$ cat src/rtl/uart_arb_pkg.sv
// rtl/uart_arb_pkg.sv - shared types and constants for the serial link arbiter
package uart_arb_pkg;

    typedef enum logic [1:0] {
        IDLE = 2'd0,
        SEND = 2'd1,
        GAP  = 2'd2
    } tx_state_e;

    // 10 bits at 9600 baud on a 50 MHz clock
    localparam int BYTE_CYCLES_DEFAULT = 52083;

    localparam logic PORT0 = 1'b0;
    localparam logic PORT1 = 1'b1;

endpackage

$ cat src/rtl/uart_byte_pacer.sv
// rtl/uart_byte_pacer.sv - loadable down-counter that paces one character time
module uart_byte_pacer #(
    parameter int CNT_W = 16
) (
    input  logic             clk,
    input  logic             rst_n,
    input  logic             load,
    input  logic [CNT_W-1:0] load_val,
    input  logic             en,
    output logic             zero
);

    logic [CNT_W-1:0] count;

    always_ff @(posedge clk or negedge rst_n) begin
        if (!rst_n) begin
            count <= '0;
        end else if (load) begin
            count <= load_val;
        end else if (en && (count != '0)) begin
            count <= count - 1'b1;
        end
    end

    assign zero = (count == '0);

endmodule

$ cat src/rtl/uart_link_arbiter.sv
// rtl/uart_link_arbiter.sv - two-port TX arbiter/pacer and RX holding register for the serial block
// Build option: UART_ARB_FIXED_PRIO_EN selects fixed priority (port 0 first) instead of round-robin.
module uart_link_arbiter
    import uart_arb_pkg::*;
#(
    parameter int BYTE_CYCLES = BYTE_CYCLES_DEFAULT,
    parameter int CNT_W       = 16
) (
    input  logic       CLOCK_50,
    input  logic       reset_n,
    input  logic       req0_valid,
    input  logic [7:0] req0_data,
    output logic       req0_ready,
    input  logic       req1_valid,
    input  logic [7:0] req1_data,
    output logic       req1_ready,
    output logic [7:0] tx_data,
    output logic       send_flag,
    input  logic       data_available,
    input  logic [7:0] rx_byte,
    output logic       receive_flag,
    input  logic       rx_sel,
    output logic       rx_valid0,
    output logic       rx_valid1,
    output logic [7:0] rx_data,
    input  logic       rx_ack,
    output logic       rx_overrun,
    input  logic       overrun_clr,
    output logic       tx_busy
);

    // SEND and the final accept cycle account for the other 3 clocks of a character
    localparam logic [CNT_W-1:0] GAP_LOAD = CNT_W'(BYTE_CYCLES - 3);

    tx_state_e state;
    tx_state_e state_nxt;
    logic      grant0;
    logic      grant1;
    logic      accept;
    logic      pace_load;
    logic      pace_en;
    logic      pace_zero;

`ifdef UART_ARB_FIXED_PRIO_EN
    assign grant0 = req0_valid;
    assign grant1 = req1_valid & ~req0_valid;
`else
    logic last_grant;

    assign grant0 = req0_valid & (~req1_valid | (last_grant == PORT1));
    assign grant1 = req1_valid & (~req0_valid | (last_grant == PORT0));

    always_ff @(posedge CLOCK_50 or negedge reset_n) begin
        if (!reset_n) begin
            last_grant <= PORT1;
        end else if (accept) begin
            last_grant <= grant1 ? PORT1 : PORT0;
        end
    end
`endif

    assign accept = (state == IDLE) & (grant0 | grant1);

    always_ff @(posedge CLOCK_50 or negedge reset_n) begin
        if (!reset_n) begin
            state   <= IDLE;
            tx_data <= 8'h00;
        end else begin
            state <= state_nxt;
            if (accept) begin
                tx_data <= grant0 ? req0_data : req1_data;
            end
        end
    end

    always_comb begin
        state_nxt  = state;
        pace_load  = 1'b0;
        pace_en    = 1'b0;
        req0_ready = 1'b0;
        req1_ready = 1'b0;
        send_flag  = 1'b0;
        tx_busy    = 1'b1;
        case (state)
            IDLE: begin
                tx_busy    = 1'b0;
                req0_ready = grant0;
                req1_ready = grant1;
                if (accept) begin
                    state_nxt = SEND;
                end
            end
            SEND: begin
                send_flag = 1'b1;
                pace_load = 1'b1;
                state_nxt = GAP;
            end
            GAP: begin
                pace_en = 1'b1;
                if (pace_zero) begin
                    state_nxt = IDLE;
                end
            end
            default: begin
                state_nxt = IDLE;
            end
        endcase
    end

    uart_byte_pacer #(
        .CNT_W (CNT_W)
    ) u_pacer (
        .clk      (CLOCK_50),
        .rst_n    (reset_n),
        .load     (pace_load),
        .load_val (GAP_LOAD),
        .en       (pace_en),
        .zero     (pace_zero)
    );

    // receive_flag marks the capture cycle; an ack in that same cycle frees room for the new byte
    logic rx_full;
    logic rx_dest;
    logic rx_capture;
    logic rx_drop;

    assign rx_capture = receive_flag & (~rx_full | rx_ack);
    assign rx_drop    = receive_flag & rx_full & ~rx_ack;

    always_ff @(posedge CLOCK_50 or negedge reset_n) begin
        if (!reset_n) begin
            receive_flag <= 1'b0;
            rx_full      <= 1'b0;
            rx_dest      <= PORT0;
            rx_data      <= 8'h00;
            rx_overrun   <= 1'b0;
        end else begin
            receive_flag <= data_available;
            if (rx_capture) begin
                rx_data <= rx_byte;
                rx_dest <= rx_sel;
                rx_full <= 1'b1;
            end else if (rx_ack) begin
                rx_full <= 1'b0;
            end
            if (rx_drop) begin
                rx_overrun <= 1'b1;
            end else if (overrun_clr) begin
                rx_overrun <= 1'b0;
            end
        end
    end

    assign rx_valid0 = rx_full & (rx_dest == PORT0);
    assign rx_valid1 = rx_full & (rx_dest == PORT1);

endmodule

$ cat config.mk
export PLATFORM = sky130hd
export DESIGN_NAME = uart_link_arbiter
export DESIGN_NICKNAME = d
export VERILOG_FILES = /design/src/rtl/uart_arb_pkg.sv /design/src/rtl/uart_byte_pacer.sv /design/src/rtl/uart_link_arbiter.sv
export SDC_FILE = /design/constraint.sdc
export NUM_CORES = 1
export LEC_CHECK = 0
export ABC_AREA = 0
export BUFFER_PORTS_ARGS = -buffer_cell sky130_fd_sc_hd__buf_2
export CORE_MARGIN = 4
export CORE_UTILIZATION = 46
export CTS_CLUSTER_DIAMETER = 60
export CTS_CLUSTER_SIZE = 25
export DETAILED_ROUTE_END_ITERATION = 7
export PLACE_DENSITY_LB_ADDON = 0.2
export SLEW_MARGIN = 25
export SYNTH_ARGS = -nofsm -noshare
export SYNTH_HDL_FRONTEND = slang
export SYNTH_SLANG_ARGS = --single-unit
export TNS_END_PERCENT = 100
$ cat constraint.sdc
create_clock -name CLOCK_50 -period 1.6 [get_ports CLOCK_50]
set_input_delay 0.16 -clock CLOCK_50 [delete_from_list [all_inputs] [get_ports CLOCK_50]]
set_output_delay 0.16 -clock CLOCK_50 [all_outputs]
set_load 0.01 [all_outputs]
# Word level (Yosys, flattened, before mapping)
# Cells that the tools add are included.
[totals]
ram_bits = 0
mem_count = 0
elab_cells = 56
input_bits = 32
register_bits = 39
output_inout_bits = 24
mem_bits_ro = 0
latchBits = 0
[op_classes]
div = 0
muxes = 16
n_reduce_logical = 8
n_shift = 0
eq_ne = 4
n_mul = 0
addsub = 1
bitwise = 18
magnitude_cmp = 0
[op_table]
columns = ["operator", "n"]
rows = [
  ["16-bit 2-to-1 mux", 2],
  ["16-bit zero test", 1],
  ["16-bit nonzero test", 1],
  ["16-bit by 1-bit subtractor with 16-bit output, second input constant", 1],
  ["1-bit 2-to-1 mux", 10],
  ["1-bit AND", 8],
  ["8-bit 2-to-1 mux", 1],
  ["1-bit NOT", 6],
  ["2-bit case mux with 3 select lines", 1],
  ["2-bit nonzero test", 3],
  ["2-bit 2-to-1 mux", 2],
  ["2-bit != test, second input constant", 2],
  ["1-bit OR", 4],
  ["2-bit by 1-bit equality test with 1-bit output, second input constant", 1],
  ["2-bit equality test, second input constant", 1],
  ["2-bit zero test", 1],
  ["2-bit AND reduction", 1],
  ["1-bit logical AND", 1],
]

# Depth between registers and ports, before layout
# Gate-level depths: netlist (run 1).
[depth]
word_depth = 7
ltp_mapped = 8
ltp_nobuf = 7

# Cells and area by module
# Synthesis (run 1) repeated with hierarchy kept, for this count alone.
[hier_totals]
cells_unflattened = 219
area_unflattened_um2 = 2089.5
[by_module_without_submodules]
columns = ["mod", "n_inst", "area_per_inst_um2", "seq_area_each_um2", "cells_per_inst"]
rows = [
  ["uart_byte_pacer", 1, 1063.5, 400.4, 124],
  ["uart_link_arbiter", 1, 1026.0, 576.8, 95],
]

# Worst setup path before layout (run 1)
# Ideal clock, no wire load.
[synth_timing]
kind = "register -> register"
start = "reg u_pacer.count[0]"
end = "reg u_pacer.count[10]"
stages_incl_launch_ff = 7
slack_ns = -0.149
period_less_slack_ns = 1.749
n_path_buf = 0
setup_ns = 0.122
arrival_ns = 1.628
path_cell_list = "dfrtp_1 inv_1 ha_1 nor3b_2 nand2_1 or4_1 a32o_1"
[synth_via]
elab_chain_len = 3
word_cells_on_any_way = 6
classes_between = "1 x add/sub; 2 x mux; 3 x reduce/logical"
[synth_rtl]
columns = ["item", "line_no", "source"]
rows = [
  ["from (decl)", "uart_byte_pacer.sv:13", "logic [CNT_W-1:0] count;"],
  ["from (signal assigned)", "uart_byte_pacer.sv:19", "count <= load_val;"],
  ["from (signal assigned)", "uart_byte_pacer.sv:21", "count <= count - 1'b1;"],
  ["16-bit by 1-bit subtractor with 16-bit output / 16-bit nonzero test (equally long branches)", "uart_byte_pacer.sv:21, uart_byte_pacer.sv:20", ""],
  ["16-bit 2-to-1 mux / 1-bit logical AND (equally long branches)", "uart_byte_pacer.sv:20", "end else if (en && (count != '0)) begin"],
  ["16-bit 2-to-1 mux / 2-bit nonzero test (equally long branches)", "n/a", ""],
]
# Parallel ways exist; a longest one is shown, timed or not. The select of a mux whose other input is x is not followed.
# A chain may end at the register's enable or synchronous reset.

# Worst setup path after layout (run 1)
# Same ends and word-level chain as after synthesis.

==> impl_summary.md, run 1 <==
Power and ir drop
The power density over the cells is 1430 nW/um2. Total power for the finished layout comes to around 3.8 mW. Summed over all cells, the static leakage comes to ~1.3 nW. The worst-case IR drop observed on VDD is between 900 and 1000 uV.

Layout
Compared with the post-synthesis result, the final layout area differs by 44.5%. The net count of the finished layout is between 200 and 300. The final antenna diode count is 0. In the final layout, the share of cells above drive strength 1 is between 50% and 60%.

Once layout is done, the placed cells without fillers occupy around 2700 um2.

STA
The highest clock frequency the design can meet is 566 MHz. Setup repair after global routing could not meet its margin everywhere. The tightest slew margin relative to the limit is a little over two thirds.

On the final layout, the worst clock skew is between 6 and 7 ps. Of the available clock period, the critical path in the final layout requires 110%. The max-slew violation total from the final report is 0. The measured slew at the worst slew-check pin is between 400 and 500 ps. The smallest clock period supported by the final layout is computed as 1770 ps.

The number of endpoints failing setup at the final stage is 16. The minimum setup slack in the final design is -167 ps. The count of endpoints failing hold in the final timing report is 0.

Synthesis
The number of enable flip-flop cells after synthesis is 0. The most used flip-flop cell after synthesis is sky130_fd_sc_hd__dfrtp_1. The sequential cell area fraction in the yosys report is a little over half. The cell type contributing the most total cell area after synthesis is sky130_fd_sc_hd__dfrtp_1. The cell count after synthesis came out at about 170.

Counting every net in the synthesized netlist gives ~200. After synthesis the cells add up to 1840 um2. After synthesis, the largest area contributor takes up roughly half of total cell area. Yosys mapped the design onto 40 distinct sky130hd cell types. The flip-flop and latch count after synthesis is 39. The most instantiated library cell after synthesis is sky130_fd_sc_hd__dfrtp_1. For this run, the number of Yosys warnings is 0. The share of synthesized flip-flops with an asynchronous set or reset is 100%.

The commonest cells after synthesis are sky130_fd_sc_hd__dfrtp_1 (38), sky130_fd_sc_hd__nor2_1 (18), sky130_fd_sc_hd__inv_1 (10). By area the synthesized netlist is led by sky130_fd_sc_hd__dfrtp_1 (52%), sky130_fd_sc_hd__mux2_2 (5.5%), sky130_fd_sc_hd__mux2i_1 (4.9%), sky130_fd_sc_hd__nor2_1 (3.7%), sky130_fd_sc_hd__a21oi_1 (2.5%). A synthesized cell averages 11.1 um2.

Min path
Along the worst hold path, the cell count comes to 2. The path with the worst hold slack has its endpoint at rx_overrun. In this run the worst hold path is classified as input port to register.

The critical hold path startpoint is overrun_clr.

Setup path
At the worst endpoint, the required time is approximately 1800 ps. The start point of the critical path is u_pacer.count[0]. The worst setup path is launched from a register. For the worst flop-to-flop path, the logic depth is 6.

The highest net fanout along the worst path is 3. The start-to-end type of the worst setup path is register to register. In this run the critical register-to-register path is launched from u_pacer.count[0]. The endpoint arrival time on the critical path is about 2000 ps. The type of element capturing the critical path is a register.

The reg-to-reg setup timing slack is -170 ps. The worst flop-to-flop path endpoint is u_pacer.count[10].

Placed design
Port buffering added between 50 and 60 buffers. Detailed placement finished with a half-perimeter wire length of approximately 3.4 mm. After detailed placement, the total cell area comes to between 2000 and 2500 um2. Routability-driven placement finished with a final weighted congestion of 0.906.

Floorplanning
The die is slightly above 70 um tall. The region available for standard cell placement spans about 3800 um2. The cell row count is 22. The die width is a little over 70 um. For this configuration, the core starts out at a cell density of 48.7%. The floorplan die area is about 5100 um2. 56 I/O pins were placed.

Routing
The total DRC errors in the routed layout is 0. The via density per instance is 5.25. The detail route stage leaves a number of antenna-violating nets equal to 0. The via count of the routed design is 1617. The count of TritonRoute iterations in the first routing pass is 4. For this block, the routed nets add up to 4.40 mm of wire. The count of routing violations after the opening detailed-route iteration is 95. The average routed wire per standard cell is between 10 and 15 um.

GRT
The number of antenna violations at the first check in global routing is 0. For this run, the total global-route usage over all layers was measured as about 18%. The via count of the first global-routing pass is 1730. The pin count of the biggest net entering global routing is 22. For this run the aggregate overflow at the end of global routing stands at 0. The first-pass GRT wire length is between 7 and 8 mm.

Clock tree
The maximum clock path buffer count is 2. The worst-skew pair later-pin latency is around 290 ps. The clock tree from TritonCTS is yes. The master cell of the clock root buffer is sky130_fd_sc_hd__clkbuf_8.

The number of clock sinks is 39. CTS built an H-tree with a depth of 2. The clock-pin slew on the worst setup and hold paths is around 80 ps. Counting the buffers created by CTS gives 5.

Status
The flow ran to the end, but the final reports show violations. The checks that failed: setup timing.

Job
Max-cap violations in this run came to 0.
## area by class of cell
| type | instances | area [um2] |
|---|---|---|
| timing repair buffer | 91 | 586 |
| clock buffer | 6 | 82.6 |
| tap | 48 | 60.1 |
| clock inverter | 2 | 16.3 |
| multi-input combinational | 112 | 895 |
| sequential | 39 | 977 |
| inverter | 10 | 37.5 |
| fill | 276 | 1120 |
## worst max-delay path by stage
stage          slack, ps           endpoint
2_1_floorplan       -110  u_pacer.count[10]
3_3_place_gp        -110  u_pacer.count[10]
3_5_place_dp        -180  u_pacer.count[10]
4_1_cts             -180  u_pacer.count[10]
5_1_grt             -280   u_pacer.count[8]
6_report            -170  u_pacer.count[10]
## state kept, by name, summed over array words and instances (netlist names)
| name | cells |
|---|---|
| last_grant | 1 |
| receive_flag | 1 |
| rx_data | 8 |
| rx_dest | 1 |
| rx_full | 1 |
| rx_overrun | 1 |
| state | 2 |
| tx_data | 8 |
| u_pacer.count | 16 |
## worst max-delay path: stages (launching register included)
cell,delay [ps]
sky130_fd_sc_hd__dfrtp_1,400
sky130_fd_sc_hd__inv_1,70
sky130_fd_sc_hd__ha_2,170
sky130_fd_sc_hd__nor3b_4,260
sky130_fd_sc_hd__nand2_2,120
sky130_fd_sc_hd__or4_1,410
sky130_fd_sc_hd__a32o_1,230
## timing repair
item,4_1_cts,5_1_grt
setup buffers,2,2
hold endpoints to repair,19,0
pin swaps,12,9
hold buffers,2,0
resized for setup,19,13
endpoints found under the setup margin,18,19
## power by group
| group | switching [mW] | total, mW | leakage [nW] | internal, mW |
|---|---|---|---|---|
| clock | 0.362 | 0.714 | 0.0474 | 0.352 |
| combinational | 0.867 | 1.66 | 0.762 | 0.795 |
| sequential | 0.175 | 1.42 | 0.442 | 1.24 |
| total | 1.40 | 3.80 | 1.25 | 2.39 |
## kinds of logic (layout without fill, tap and decap cells)
family                   count (synthesis)  count (layout)  share of synthesized area [%]
adder cells (fa/ha/maj)                  1               1                          0.681
flip-flops                              39              39                           53.2
buffers and inverters                   15             109                           3.27
AO/OA/AOI/OAI                           34              34                           12.6
multiplexers                            18              18                           10.4
AND/OR/NAND/NOR                         57              57                           18.9
XOR/XNOR                                 2               2                          0.954
## through the flow
stage               util [%]  instances  hold slack, ps  setup slack (ps)  TNS (ps)
finish                  70.4        308            54.5              -167     -1510
detailed placement      63.5        294             133              -176     -1620
global route            70.4        308            51.4              -283     -3460
floorplan                  -        166            -136              -106      -165
global placement        63.5        294             126              -113      -799
CTS                     69.0        306            60.0              -183     -1770
## metal layers
metal | wire length [um] | part of all wire (%) | vias to the layer above | GRT usage [%]
met5 | 0 | 0 | - | 0
met4 | 74 | 1.7 | 0 | 6.05
met3 | 223 | 5.1 | 10 | 5.82
met2 | 2410 | 55 | 40 | 33.1
met1 | 1700 | 39 | 784 | 19.9
li1 | - | - | 783 | -
## placed cells by master, fill, tap and decap left out, drive strengths merged
cell type	n
or4	4
nand4b	1
o21bai	2
and2	1
dfrtp	38
buf	89
o311ai	4
or3	6
nor2b	1
o22ai	1
ha	1
or2	1
o31ai	3
a31o	1
nand2b	5
nor2	18
dfstp	1
xor2	2
nor3	2
clkinvlp	1
nand3b	1
nor4	2
nor3b	1
o21ai	8
a211oi	1
dlygate4sd3	2
a32o	1
inv	10
mux2i	9
clkbuf	6
a21oi	9
o211ai	2
clkinv	1
nand3	7
mux2	9
nand2	7
o41ai	2
No activity file was read; power rests on OpenSTA's default activity.
==> run 2: changes to the inputs <==
Settings changed: ABC_AREA 0 to 1, CORE_UTILIZATION 46 to 47, PLACE_DENSITY set to 0.76, PLACE_DENSITY_LB_ADDON 0.2 to not set.
==> run 2 against run 1 <==
The run now ends clean. Total power grew 19%. Count of clock-buffer cells in the layout is 1 lower. First-iteration DRC count shrank 39%. Critical path depth grew 3. Critical endpoint is now u_pacer.count[5]. Largest power group unchanged.
==> impl_summary.md, run 2 <==
STA
The measured slew at the worst slew-check pin is ~420 ps. The number of endpoints failing setup at the final stage is 0. The final clock period utilization by the worst path is between 90% and 100%. The count of endpoints failing hold in the final timing report was 0. The max-slew violation total from the final report was 0.

The tightest slew margin relative to the limit is 72.2%. Setup total negative slack on the finished layout was measured at 0 ps. The post-layout minimum cycle time is between 1500 and 2000 ps.

Setup repair after global routing left no endpoint under its margin. The highest clock frequency the design can meet is around 660 MHz. Across the routed clock network, the largest skew measured is 9.88 ps.

GRT
For this run the aggregate overflow at the end of global routing stands at 0. The number of antenna violations at the first check in global routing is 0. The via count of the first global-routing pass is between 1.5k and 2k.

The first global-routing pass estimated roughly 7.5 mm of wire. The pin count of the biggest net entering global routing is 20. Global routing used 17.2% of the available tracks across all layers.

Synthesis
Synthesis produced a netlist with a net count of 280. The most instantiated library cell after synthesis is sky130_fd_sc_hd__nand2_1. The count of mapped cells out of synthesis is roughly 250. The share of synthesized flip-flops with an asynchronous set or reset is between 90% and 100%. In this run the biggest area consumer among cell types represents between 40% and 50% of the synthesized area. The cell type contributing the most total cell area after synthesis is sky130_fd_sc_hd__dfrtp_1. The sequential cell area fraction in the yosys report is approximately 48%. The synthesized area per cell is just over 8 um2.

The number of warnings printed during yosys synthesis is 0. In this run, synthesis inferred 0 flip-flops with an integrated enable. Among all flip-flop cells after synthesis, the most frequent one is sky130_fd_sc_hd__dfrtp_1.

Yosys mapped the design onto 29 distinct sky130hd cell types. The synthesized netlist occupies a cell area of 2040 um2. Sorting the synthesized cells by area gives the leading types as sky130_fd_sc_hd__dfrtp_1 (47%), sky130_fd_sc_hd__nand2_1 (10%), sky130_fd_sc_hd__nand3_1 (8.1%), sky130_fd_sc_hd__nor2_1 (6.6%), sky130_fd_sc_hd__inv_1 (5.2%). The flip-flop and latch count after synthesis is 39.

By count the netlist is led by sky130_fd_sc_hd__nand2_1 (55), sky130_fd_sc_hd__dfrtp_1 (38), sky130_fd_sc_hd__nor2_1 (36).

Placed design
The placed cell count is approximately 350. The final HPWL from detailed placement is between 3 and 4 mm. During placement, the flow inserted port buffers numbering 55.

The cell area reported after detailed placement is 2390 um2. The final estimated routing congestion in global placement is between 0.8 and 0.9.

Clock tree
Counting along the longest clock path gives a buffer depth of 2. The maximum level of the CTS H-tree is 2. TritonCTS built the clock tree. The master cell of the clock root buffer is sky130_fd_sc_hd__clkbuf_8. For the worst-skew pair, the clock arrives at the later sink with an insertion delay of approximately 290 ps. In this run, CTS created clock tree buffers numbering 5.

After clock tree synthesis, the clock-pin slew on the worst setup and hold paths is roughly 80 ps. The number of setup buffers added after CTS is 0. The clock drives 39 sinks.

Routing
The final layout contains routed wiring with a total length of roughly 4.4 mm. The via density per instance is 5.07. Once detail routing completed, the nets flagged for antenna violations numbered 0. The average routed wire per standard cell is approximately 12 um.

Across all layers, the routed design uses about 1.8k vias. In this run, the number of DRC markers left after iteration 0 of detailed routing was 58. The count of TritonRoute iterations in the first routing pass is 4.

The total DRC errors in the routed layout is 0.

Power and ir drop
The maximum vdd drop is approximately 1000 uV. For this design the ratio of total power to cell area is roughly 1800 nW/um2. The standby leakage power is approximately 1.3 nW.

Setup path
Of all nets on the critical path, the largest fanout is 17. The worst setup path is of the register to register kind. STA puts the critical path data arrival time at approximately 1700 ps. The type of element capturing the critical path is a register. The startpoint type of the worst setup path is a register.

The data required time at the worst endpoint is between 1500 and 2000 ps.

Status
The run finished with clean final reports.

Layout
In the final layout, the registers with the most flip-flops are u_pacer.count x16, rx_data x8, tx_data x8. The library cells used most frequently in the layout, excluding fill and tap cells, are sky130_fd_sc_hd__nand2_1 (55), sky130_fd_sc_hd__buf_2 (55), sky130_fd_sc_hd__dfrtp_1 (38). The register with the most flip-flops is u_pacer.count. The register with the most flip-flops in the layout has 16 of them.

The share of final-layout standard cells stronger than drive strength 1 is between 30% and 40%. The final antenna diode count is 0. The number of cells in the finished layout apart from fillers is roughly 360.

The summed area of non-filler cells in the final layout is about 2500 um2. The final-stage net count is around 350. Compared with the post-synthesis result, the final layout area differs by 23.9%. Fill cells in the final layout number 356.

Floorplanning
Once the floorplan was initialized, standard cells occupied 49.9% of the core. The floorplan die area is roughly 5500 um2. For this design the top-level I/O count stands at 56.

The floorplan has 23 rows. From left edge to right edge, the die measures approximately 74 um. The floorplan core area is 4090 um2.

The die height is 73.9 um.

Min path
The path class of the lowest-slack min-delay path is input port to register.

Job
The tool flagged a number of max-cap violations equal to 0.
-- run 2: repair_timing --
action                                  in CTS  in global routing
hold buffers                                 2                  0
endpoints found under the setup margin       1                 13
cloned                                       0                  0
hold endpoints to repair                    17                  0
resized for setup                            1                  4
-- run 2: path summary, 6_finish.rpt --
check	start	to	slack, ps	cells past startpoint
max	u_pacer.count[0]	u_pacer.count[5]	90	9
min reg2reg	rx_data[2]	rx_data[2]	510	1
max reg2reg	u_pacer.count[0]	u_pacer.count[5]	90	9
min	overrun_clr	rx_overrun	60	2
min in group asynchronous	reset_n	u_pacer.count[10]	330	2
max in group asynchronous	reset_n	rx_overrun	740	3
-- run 2: metrics by stage --
| stage | util, % | setup slack [ps] | hold WS, ps | power (mW) |
|---|---|---|---|---|
| after global routing | 61.8 | 4.62 | 67.7 | 4.90 |
| after global placement | 58.6 | 94.8 | 127 | 3.73 |
| after floorplan | - | 97.0 | -136 | 3.20 |
| after CTS | 61.6 | 36.6 | 50.5 | 4.52 |
| after detailed placement | 58.6 | 9.05 | 113 | 3.79 |
| final | 61.8 | 93.9 | 61.3 | 4.51 |
-- run 2: metal layers --
layer	share of wire, %	routed length, um	GRT usage [%]	up-vias
met5	0	0	0	-
met4	0.85	37	4.83	0
met3	6.9	302	4.10	5
met2	48	2080	28.6	55
met1	45	1940	22.4	848
li1	-	-	-	937
-- run 2: cells by family after synthesis --
family                     share of synthesized area [%]
AOI/OAI and AO/OA                                   6.56
adders and majority gates                          0.613
xor gates and xnor gates                           0.430
buffers and inverters                               6.87
and+or+nand+nor                                     32.6
muxes                                               4.97
DFF                                                 47.9
-- run 2: cell type report --
type	instances	area (um2)	area share, %
Clock inverter	3	23.8	0.941
Timing Repair Buffer	63	340	13.5
Clock buffer	5	68.8	2.72
Tap cell	50	62.6	2.48
Sequential cell	39	977	38.7
Inverter	30	113	4.46
Multi-Input combinational cell	174	941	37.2
-- run 2: report_power, final --
group / switching, mW / leakage, nW / internal (mW) / total (mW)
clock network: 0.374 / 0.0408 / 0.312 / 0.685
logic: 1.34 / 0.806 / 0.852 / 2.19
registers: 0.281 / 0.466 / 1.35 / 1.63
-- run 2: critical path, cell delays in order, from the launching register on --
cell and delay (ps):
sky130_fd_sc_hd__dfrtp_1 400, sky130_fd_sc_hd__inv_2 90, sky130_fd_sc_hd__ha_2 200, sky130_fd_sc_hd__nand2_2 90, sky130_fd_sc_hd__nor2_4 130, sky130_fd_sc_hd__nand2_4 100
sky130_fd_sc_hd__nand2_8 120, sky130_fd_sc_hd__nand2_8 110, sky130_fd_sc_hd__nand2_1 100, sky130_fd_sc_hd__o21ai_2 50
==> run 3: changes to the inputs <==
Settings changed: CORE_UTILIZATION 47 to 45, PLACE_DENSITY 0.76 to 0.71.
==> run 3 against run 2 <==
Wire length shrank 2.0%. Worst setup slack worse by 6.1 ps. Combinational power is essentially flat. Via count shrank 3.5%. Clock skew fell by 2.7 ps. Global-route usage is 1.1 points lower. Final area is 1.2% higher. Total power rose by 4.3%. Critical path depth fell by 4. Sequential share of layout area shrank 0.47 points. Non-clock buffer count stayed put. Sequential power is essentially flat.
==> impl_summary.md, run 3 (synthesized netlist as in run 2, its figures left out) <==
STA
The smallest clock period supported by the final layout is computed as around 1500 ps. The sum of negative setup slack is 0 ps. Setup repair after global routing left no endpoint under its margin. The tightest slew margin relative to the limit is approximately two thirds. For the pin with the worst max-slew slack, the measured transition is about 480 ps.

The max-slew violation total from the final report was 0. For this run, the top clock speed supported by timing is 661 MHz. Setup violations remaining at the end of the flow were counted as 0.

The count of endpoints failing hold in the final timing report was 0. The final clock period utilization by the worst path is 94.5%. The clock skew is ~7.2 ps. The worst hold slack is approximately 60 ps.

Setup path
The highest net fanout along the worst path is 10. The timing endpoint of the critical path is req0_ready. The endpoint arrival time on the critical path is about 1400 ps. The endpoint identified for the worst register-to-register timing path is u_pacer.count[6].

The reg-to-reg setup timing slack is 130 ps. The start-to-end type of the worst setup path is register to output pin. STA classifies the critical path startpoint as a register. The type of element capturing the critical path is an output pin. The worst reg2reg path depth is 9. The start point of the critical path is last_grant.

In this run the critical register-to-register path is launched from u_pacer.count[0]. STA puts the critical path data required time at 1440 ps.

Job
The max-cap check violation count is 0.

Floorplanning
The region available for standard cell placement spans approximately 4400 um2. The cell row count is 24. The initial core utilization is between 40% and 50%.

In this run the horizontal extent of the chip is around 75 um. The floorplan step defined a die boundary enclosing about 5700 um2. The die height is 75.3 um.

The I/O pin count is 56.

Placed design
Counting tap cells, the placed design contains a total of between 300 and 400 instances. The final HPWL from detailed placement is 3.13 mm. The congestion estimate from routability-driven global placement came to about 0.85. The count of buffers inserted at the top-level ports is 55.

Routing
The average routed wire per standard cell is between 10 and 15 um. The count of routing violations after the opening detailed-route iteration is 63. Using the TritonRoute via totals, the vias-per-cell ratio works out to 4.86.

The final wirelength is 4.27 mm. The first detailed-routing pass took 4 iterations. The detailed router placed approximately 1.8k vias in this run.

The count of nets left with antenna violations once routing finished came out at 0. In the routed design, unresolved DRC markers number 0.

Clock tree
The maximum clock path buffer count is 2. The number of clock sinks is 39. The clock tree from TritonCTS is yes. The cell sitting at the root of the clock tree is a sky130_fd_sc_hd__clkbuf_8.

The clock reaches the later pin of the worst-skew pair after about 290 ps. The maximum level of the CTS H-tree is 2. The clock buffer count from CTS is 5. In this run the post-CTS setup repair buffer count came out at 0. The clock-pin slew on the worst setup and hold paths is around 80 ps.

GRT
The overflow left after global routing is 0. Entering global routing, the biggest net connects 40 pins. The via count of the first global-routing pass is 1628. The first global-routing pass estimated 7.07 mm of wire. The number of antenna violations at the first check in global routing is 0. The all-layer global routing usage is between 10% and 20%.

Power and ir drop
The standby leakage power is around 1.3 nW. IR analysis of the VDD net gives a maximum drop of 815 uV. The power density over the cells is between 1500 and 2000 nW/um2.

Layout
The final-stage net count is approximately 350. In the layout the commonest cells are sky130_fd_sc_hd__nand2_1 (55), sky130_fd_sc_hd__buf_2 (55), sky130_fd_sc_hd__dfrtp_1 (38). The post-route netlist has about a third of its cells at a drive strength greater than 1. The largest registers in the layout are u_pacer.count x16, rx_data x8, tx_data x8. The register with the most flip-flops in the layout has 16 of them. Leaving out filler cells and counting taps, the final layout contains approximately 370.

The register with the most flip-flops is u_pacer.count. Relative to the synthesized area, the layout overhead comes to 25.4%. The repair_antennas step left the layout with diodes totalling 0. The fill cell total of the finished layout is approximately 400.

Status
The flow ran to the end, and the final reports show no timing, DRC or antenna violations.

Min path
The path class of the tightest hold or removal check is input port to register.
==> run 3: cell count changes in the layout (fill, tap and decap cells not counted) <==
cell / change
sky130_fd_sc_hd__clkinvlp_4: -2
sky130_fd_sc_hd__bufinv_16: +1
sky130_fd_sc_hd__clkbuf_8: +1
==> run 3: cell type report <==
type,count,area (um2),share of cell area [%]
Clock inverter,2,38.8,1.52
Sequential cell,39,977,38.2
Multi-Input combinational cell,174,941,36.8
Timing Repair Buffer,63,340,13.3
Inverter,30,113,4.40
Clock buffer,6,82.6,3.23
Tap cell,52,65.1,2.54
==> run 3: where the power goes <==
| part | internal, mW | switching [mW] | leakage, nW |
|---|---|---|---|
| Combinational | 0.865 | 1.35 | 0.806 |
| Sequential | 1.35 | 0.265 | 0.466 |
| Clock | 0.513 | 0.361 | 0.0618 |
==> run 3: stage by stage <==
step | utilization, % | setup WS (ps) | instance area [um2] | power [mW]
floorplan | - | 97.0 | 2040 | 3.20
global placement | 54.7 | 92.5 | 2400 | 3.76
detailed placement | 54.7 | 52.6 | 2400 | 3.81
CTS | 57.9 | 28.0 | 2540 | 4.71
global route | 58.3 | 0.302 | 2560 | 5.11
finish | 58.3 | 87.7 | 2560 | 4.70
==> run 3: metal layers <==
| layer | vias up | wire length (um) | global-route usage (%) |
|---|---|---|---|
| met5 | - | 0 | 0 |
| met3 | 3 | 311 | 5.41 |
| met1 | 800 | 1960 | 20.6 |
| li1 | 932 | - | - |
| met2 | 45 | 1980 | 26.9 |
| met4 | 0 | 27 | 3.50 |
==> run 3: worst max-delay path, stage by stage, from the launching register on <==
cell	delay, ps
sky130_fd_sc_hd__dfstp_2	530
sky130_fd_sc_hd__inv_1	50
sky130_fd_sc_hd__nand2_2	80
sky130_fd_sc_hd__nand2_4	90
sky130_fd_sc_hd__nor2_1	150
sky130_fd_sc_hd__buf_2	150
==> run 3: how the worst min path moves through the flow <==
stage,from,end,slack (ps),cells after the start
CTS,overrun_clr,rx_overrun,50,2
global route,overrun_clr,rx_overrun,50,2
finish,overrun_clr,rx_overrun,60,2
floorplan,reset_n,receive_flag,-140,0
detailed placement,reset_n,u_pacer.count[13],250,2
global placement,reset_n,u_pacer.count[10],240,2
==> run 3: repair_timing <==
action / in CTS / in global routing
setup endpoints to repair: 0 / 13
hold buffers: 2 / 0
endpoints found under the hold margin: 39 / 0
gates resized for setup: 0 / 5
